==> config.mk <==
export PLATFORM = sky130hd
export DESIGN_NAME = seq_divider
export DESIGN_NICKNAME = d
export VERILOG_FILES = /design/src/rtl/seq_divider.sv
export SDC_FILE = /design/constraint.sdc
export NUM_CORES = 1
export LEC_CHECK = 0
export BUFFER_PORTS_ARGS = -buffer_cell sky130_fd_sc_hd__buf_2
export CAP_MARGIN = 0
export CORE_MARGIN = 3
export CORE_UTILIZATION = 45
export CTS_BUF_LIST = sky130_fd_sc_hd__clkbuf_8 sky130_fd_sc_hd__clkbuf_16
export CTS_CLUSTER_SIZE = 24
export DETAILED_ROUTE_END_ITERATION = 8
export PLACE_DENSITY = 0.7
export SLEW_MARGIN = 20
export SYNTH_ARGS = -nofsm -noshare
export SYNTH_HDL_FRONTEND = slang
export SYNTH_SLANG_ARGS = --single-unit
==> constraint.sdc <==
create_clock -name Clk -period 2 [get_ports Clk]
set_clock_uncertainty 0.2 [all_clocks]
set_input_delay 0.2 -clock Clk [delete_from_list [all_inputs] [get_ports Clk]]
set_output_delay 0.2 -clock Clk [all_outputs]
set_load 0.03 [all_outputs]
==> src/rtl/seq_divider.sv <==
// Sequential unsigned restoring divider: one quotient bit per clock after a load cycle.
// state  | meaning
// IDLE   | waiting for Run; registers hold the last result
// CALC   | WIDTH shift / trial-subtract iterations
// DONE   | result valid; stays until Run is released
module seq_divider #(
    parameter int WIDTH = 8
) (
    input  logic             Clk,
    input  logic             Reset,
    input  logic             Run,
    input  logic [WIDTH-1:0] A,
    input  logic [WIDTH-1:0] B,
    output logic [WIDTH-1:0] Q,
    output logic [WIDTH-1:0] R,
    output logic             Busy,
    output logic             Done,
    output logic             DivZero
);
    localparam int CW = $clog2(WIDTH) + 1;

    typedef enum logic [1:0] {
        S_IDLE = 2'd0,
        S_CALC = 2'd1,
        S_DONE = 2'd2
    } state_t;

    state_t           state_q, state_d;
    logic [WIDTH-1:0] q_q, q_d;
    logic [WIDTH-1:0] r_q, r_d;
    logic [WIDTH-1:0] dreg_q, dreg_d;
    logic [CW-1:0]    cnt_q, cnt_d;
    logic             divzero_q, divzero_d;

    logic [WIDTH:0]   p;
    logic [WIDTH+1:0] t;
    logic             t_neg;
    logic             t_unused;

    // Trial subtraction: the add/sub unit with its function fixed to subtract.
    assign p        = {r_q, q_q[WIDTH-1]};
    assign t        = {1'b0, p} - {2'b00, dreg_q};
    assign t_neg    = t[WIDTH+1];
    assign t_unused = t[WIDTH];

    always_ff @(posedge Clk or posedge Reset) begin
        if (Reset) begin
            state_q   <= S_IDLE;
            q_q       <= '0;
            r_q       <= '0;
            dreg_q    <= '0;
            cnt_q     <= '0;
            divzero_q <= 1'b0;
        end else begin
            state_q   <= state_d;
            q_q       <= q_d;
            r_q       <= r_d;
            dreg_q    <= dreg_d;
            cnt_q     <= cnt_d;
            divzero_q <= divzero_d;
        end
    end

    always_comb begin
        state_d   = state_q;
        q_d       = q_q;
        r_d       = r_q;
        dreg_d    = dreg_q;
        cnt_d     = cnt_q;
        divzero_d = divzero_q;
        unique case (state_q)
            S_IDLE: begin
                if (Run) begin
                    dreg_d    = B;
                    cnt_d     = '0;
                    divzero_d = (B == '0);
                    if (B == '0) begin
                        // Divide by zero short-circuits straight to DONE.
                        q_d     = '1;
                        r_d     = A;
                        state_d = S_DONE;
                    end else begin
                        q_d     = A;
                        r_d     = '0;
                        state_d = S_CALC;
                    end
                end
            end
            S_CALC: begin
                if (t_neg) begin
                    r_d = p[WIDTH-1:0];
                    q_d = {q_q[WIDTH-2:0], 1'b0};
                end else begin
                    r_d = t[WIDTH-1:0];
                    q_d = {q_q[WIDTH-2:0], 1'b1};
                end
                cnt_d = cnt_q + CW'(1);
                if (cnt_q == CW'(WIDTH - 1)) begin
                    state_d = S_DONE;
                end
            end
            S_DONE: begin
                if (!Run) begin
                    state_d = S_IDLE;
                end
            end
            default: state_d = S_IDLE;
        endcase
    end

    always_comb begin
        Busy    = (state_q == S_CALC);
        Done    = (state_q == S_DONE);
        DivZero = divzero_q;
        Q       = q_q;
        R       = r_q;
    end

endmodule

* Word-level counts from Yosys, hierarchy flattened
Cells that the tools add are included.
** Storage, ports and cells
- Bits in registers :: 31
** Cells by class
- Multiplexer cells :: 15
- Reduce and logical (&&, ||, !) cells :: 6
- Equal/unequal tests :: 6
- $add $sub $neg :: 2
** Operator list (count)
- $mux 8 :: 5
- $pmux 8 s2 :: 2
- $sub 9x8->10 :: 1
- $logic_not 8->1 :: 1
- $mux 2 :: 4
- $pmux 4 s2 :: 1
- $pmux 2 s3 :: 1
- $add 4x1->4 const B :: 1
- $eq 4x3->1 const B :: 1
- $mux 4 :: 1
- $ne 2x2->1 const B :: 2
- $reduce_and 2->1 :: 2
- $reduce_and 3->1 :: 1
- $eq 2x1->1 const B :: 1
- $eq 2x2->1 const B :: 1
- $logic_not 2->1 :: 1
- $ne 2x1->1 const B :: 1
- $reduce_bool 2->1 :: 1
- $mux 1 :: 1

* Longest topological paths before layout
- Depth in word-level cells :: 4
- Mapped depth :: 9
- Depth with buffers taken out :: 9

* Worst setup path after synthesis
Ideal clock, no wire load.
- Path type :: register -> register
- Start :: register r_q[5] (netlist: R[5])
- End :: register r_q[2] (netlist: R[2])
- Data required time :: 1662 ps
- Clock period less this slack :: 2163 ps
- Cell stages (with the launch flop) :: 8
- Buffers on the path :: 1
- Path slack :: -163 ps
- Data arrival time :: 1825 ps
- Path through :: dfrtp_1 -> ha_1 -> a21oi_1 -> o221ai_1 -> a21oi_1 -> buf_4 -> mux2i_1 -> o211ai_1
** On the way
- Longest elaborated chain between the ends :: 3
** Ends and longest elaborated chain
- start, declared :: line 30 : logic [WIDTH-1:0] r_q, r_d;
- start signal, assigned :: line 57 : r_q <= r_d;
- $sub 9x8->10 :: line 42 : assign t = {1'b0, p} - {2'b00, dreg_q};
- $mux 8 :: line 90 : if (t_neg) begin
- $pmux 8 s2 :: line 71 : unique case (state_q)
Every way passes these cells.
A chain may end at the register's enable or synchronous reset.

* Worst setup path in the final report
- Start :: register r_q[1] (netlist: R[1])
- End :: register r_q[3] (netlist: R[3])
The elaborated chain is that of the path after synthesis.

==> qor.yml <==
hpwl_mm: 3.74
crit_start: "R[1]"
port_buffers: 37
arrival_ps: 1990
coreArea_um2: 3850
violations: "negative setup slack"
cts_tree: "yes"
crit_fanout: 5
rsz0062_at_grt: "true"
cp-start-kind: "flop"
use_met1: 0.302
viasPerCell: 5.50
grt_pass1_vias: 1844
reg2reg_slack_ps: -30
htree_num_levels: 2
grt_usage: 0.225
area_growth_pct: 46.1
dr.pass1.iters: 4
end_kind: "flop"
synth_area_leaders: "dfrtp_1 41%, nand2_1 6.2%, ha_1 6.0%"
relSlewSlack: 0.728
grt_pass1_wl_mm: 8.86
status: "finished, violations left"
async_flop_share: 1.00
cts.path.max_buffers: 2
hold_violations: 0
diodes: 0
gr-max-usage-layer: "met2"
ir_drop_uv: 1330
ys_seq_area_frac: 0.413
synth_area_um2: 1880
r2r-start: "R[1]"
final-setup-viol-count: 5
routed_wirelength_mm: 5.41
num_vias: 1881
grt_util_met3: 0.0511
fin_util: 0.712
num_io_pins: 38
cts_buffers: 5
finalCriticalPeriod_ps: 2030
wire_per_inst_um: 15.8
layout.nets: 322
clk_pin_slew_ps: 70
dieWidth_um: 70.6
layout_setup_ws_ps: -26.5
drt_iter0_drc: 156
syn-instance-count: 210
syn_area_per_cell_um2: 8.95
rr_worst_depth: 7
synthTopCellsByCount: "31 x dfrtp_1, 31 x nand2_1, 21 x nor2_1"
synth_nets: 239
cp.required_ps: 1970
fin_crit_sh: 1.01
root_buffer: "clkbuf_8"
overflow: 0
drive_above_1_share: 0.422
power_mw: 5.93
maxCapViolations: 0
critical_path_class: "reg2reg"
p_leak_nw: 1.27
antenna_left: 0
synth_edf_count: 0
clock.fmax_mhz: 493
yosys.area.top_type: "dfrtp_1"
synth-seq-cells: 31
pre_cts_slack_ps: -38.6
use_met2: 0.361
holdWs_ps: 8.80
synth_top_area_frac: 0.413
ys_warn_count: 0
die-area_um2: 4990
grt_max_degree: 32
min_path_type: "in2reg"
reg2reg_to: "R[3]"
synth.distinct_cells: 43
fp.dieH_um: 70.6
powerDensity_nw_per_um2: 2160
ys.flop_type: "dfrtp_1"
gp_congestion: 0.902
antenna_found_initial: 0
slew_violations: 0
initial_core_util: 0.488
crit_path_end: "R[3]"
drc: 0
worst_pin_slew_ps: 407
cts.sinks: 31
row_count: 22
insertion_delay_ps: 290
## flip-flops by register name (all words and copies together) (netlist names)
signal and cells:
Q 8, R 8, dreg_q 8, cnt_q 4
state_q 2, DivZero 1
## logic make-up after synthesis
logic type | share of synthesized area
multiplexers | 0.0373
AND/OR/NAND/NOR | 0.206
adder cells (fa/ha/maj) | 0.0706
buffers and inverters | 0.0506
XOR/XNOR | 0.0140
AO/OA/AOI/OAI | 0.208
flip-flops | 0.413
## final cells by class
cell class,count,area (um^2)
sequential,31,786
timing repair buffer,85,578
tap,48,60.1
clock buffer,6,82.6
inverter,13,48.8
multi-input combinational,157,1150
clock inverter,2,35.0
fill,305,1110
## critical path: stages (launching register included)
cell	delay, ps
dfrtp_2	430
ha_4	260
a21oi_2	210
nand2_2	110
a21oi_4	240
buf_6	160
mux2i_1	190
o22ai_1	90
## cells in the final DEF, fill, tap and decap left out, drive strengths merged, types with 2 or more instances in the layout
cell	instances
buf	75
nand2	31
dfrtp	31
nor2	23
o21ai	15
inv	13
dlygate4sd3	10
a21oi	10
nor3	9
ha	9
mux2i	7
o31ai	6
clkbuf	6
o22ai	5
a21o	4
xor2	3
nor2b	3
a221oi	3
nand2b	2
or4	2
o211ai	2
o2bb2ai	2
nand3	2
a211oi	2
or2	2
o221ai	2
## metrics by stage
stage / area [um^2] / setup TNS, ps / cells
finish: 2750 / -64.8 / 342
global placement: 2430 / -13.1 / 318
global route: 2750 / -690 / 342
floorplan: 1990 / -18.9 / 210
CTS: 2700 / -5.82 / 339
detailed placement: 2430 / -137 / 318
## how the worst min path moves through the flow
| stage | start | end | slack [ps] | depth (start not counted) |
|---|---|---|---|---|
| 2_1_floorplan | Reset | DivZero | 100 | 1 |
| 3_3_place_gp | Reset | Q[2] | 100 | 3 |
| 3_5_place_dp | Reset | Q[2] | 100 | 3 |
| 4_1_cts | A[4] | R[4] | 2 | 3 |
| 5_1_grt | Run | state_q[1] | 20 | 3 |
| 6_report | A[4] | R[4] | 9 | 3 |
## timing repair
action,CTS,global route
hold buffers,10,0
resized for setup,8,9
pin swaps,4,5
setup endpoints to repair,7,10
endpoints found under the hold margin,40,0
setup buffers,3,3
## per-layer routing
layer,up-vias,part of all wire
met5,-,0
met4,0,0.018
met3,7,0.056
met2,63,0.48
met1,893,0.45
li1,918,-
## power breakdown
part / switching [mW] / leakage, nW / internal, mW
combinational: 2.18 / 0.840 / 1.89
sequential: 0.233 / 0.368 / 0.960
clock: 0.260 / 0.0612 / 0.403
total: 2.68 / 1.27 / 3.26
Power figures use the tool's default switching activity.
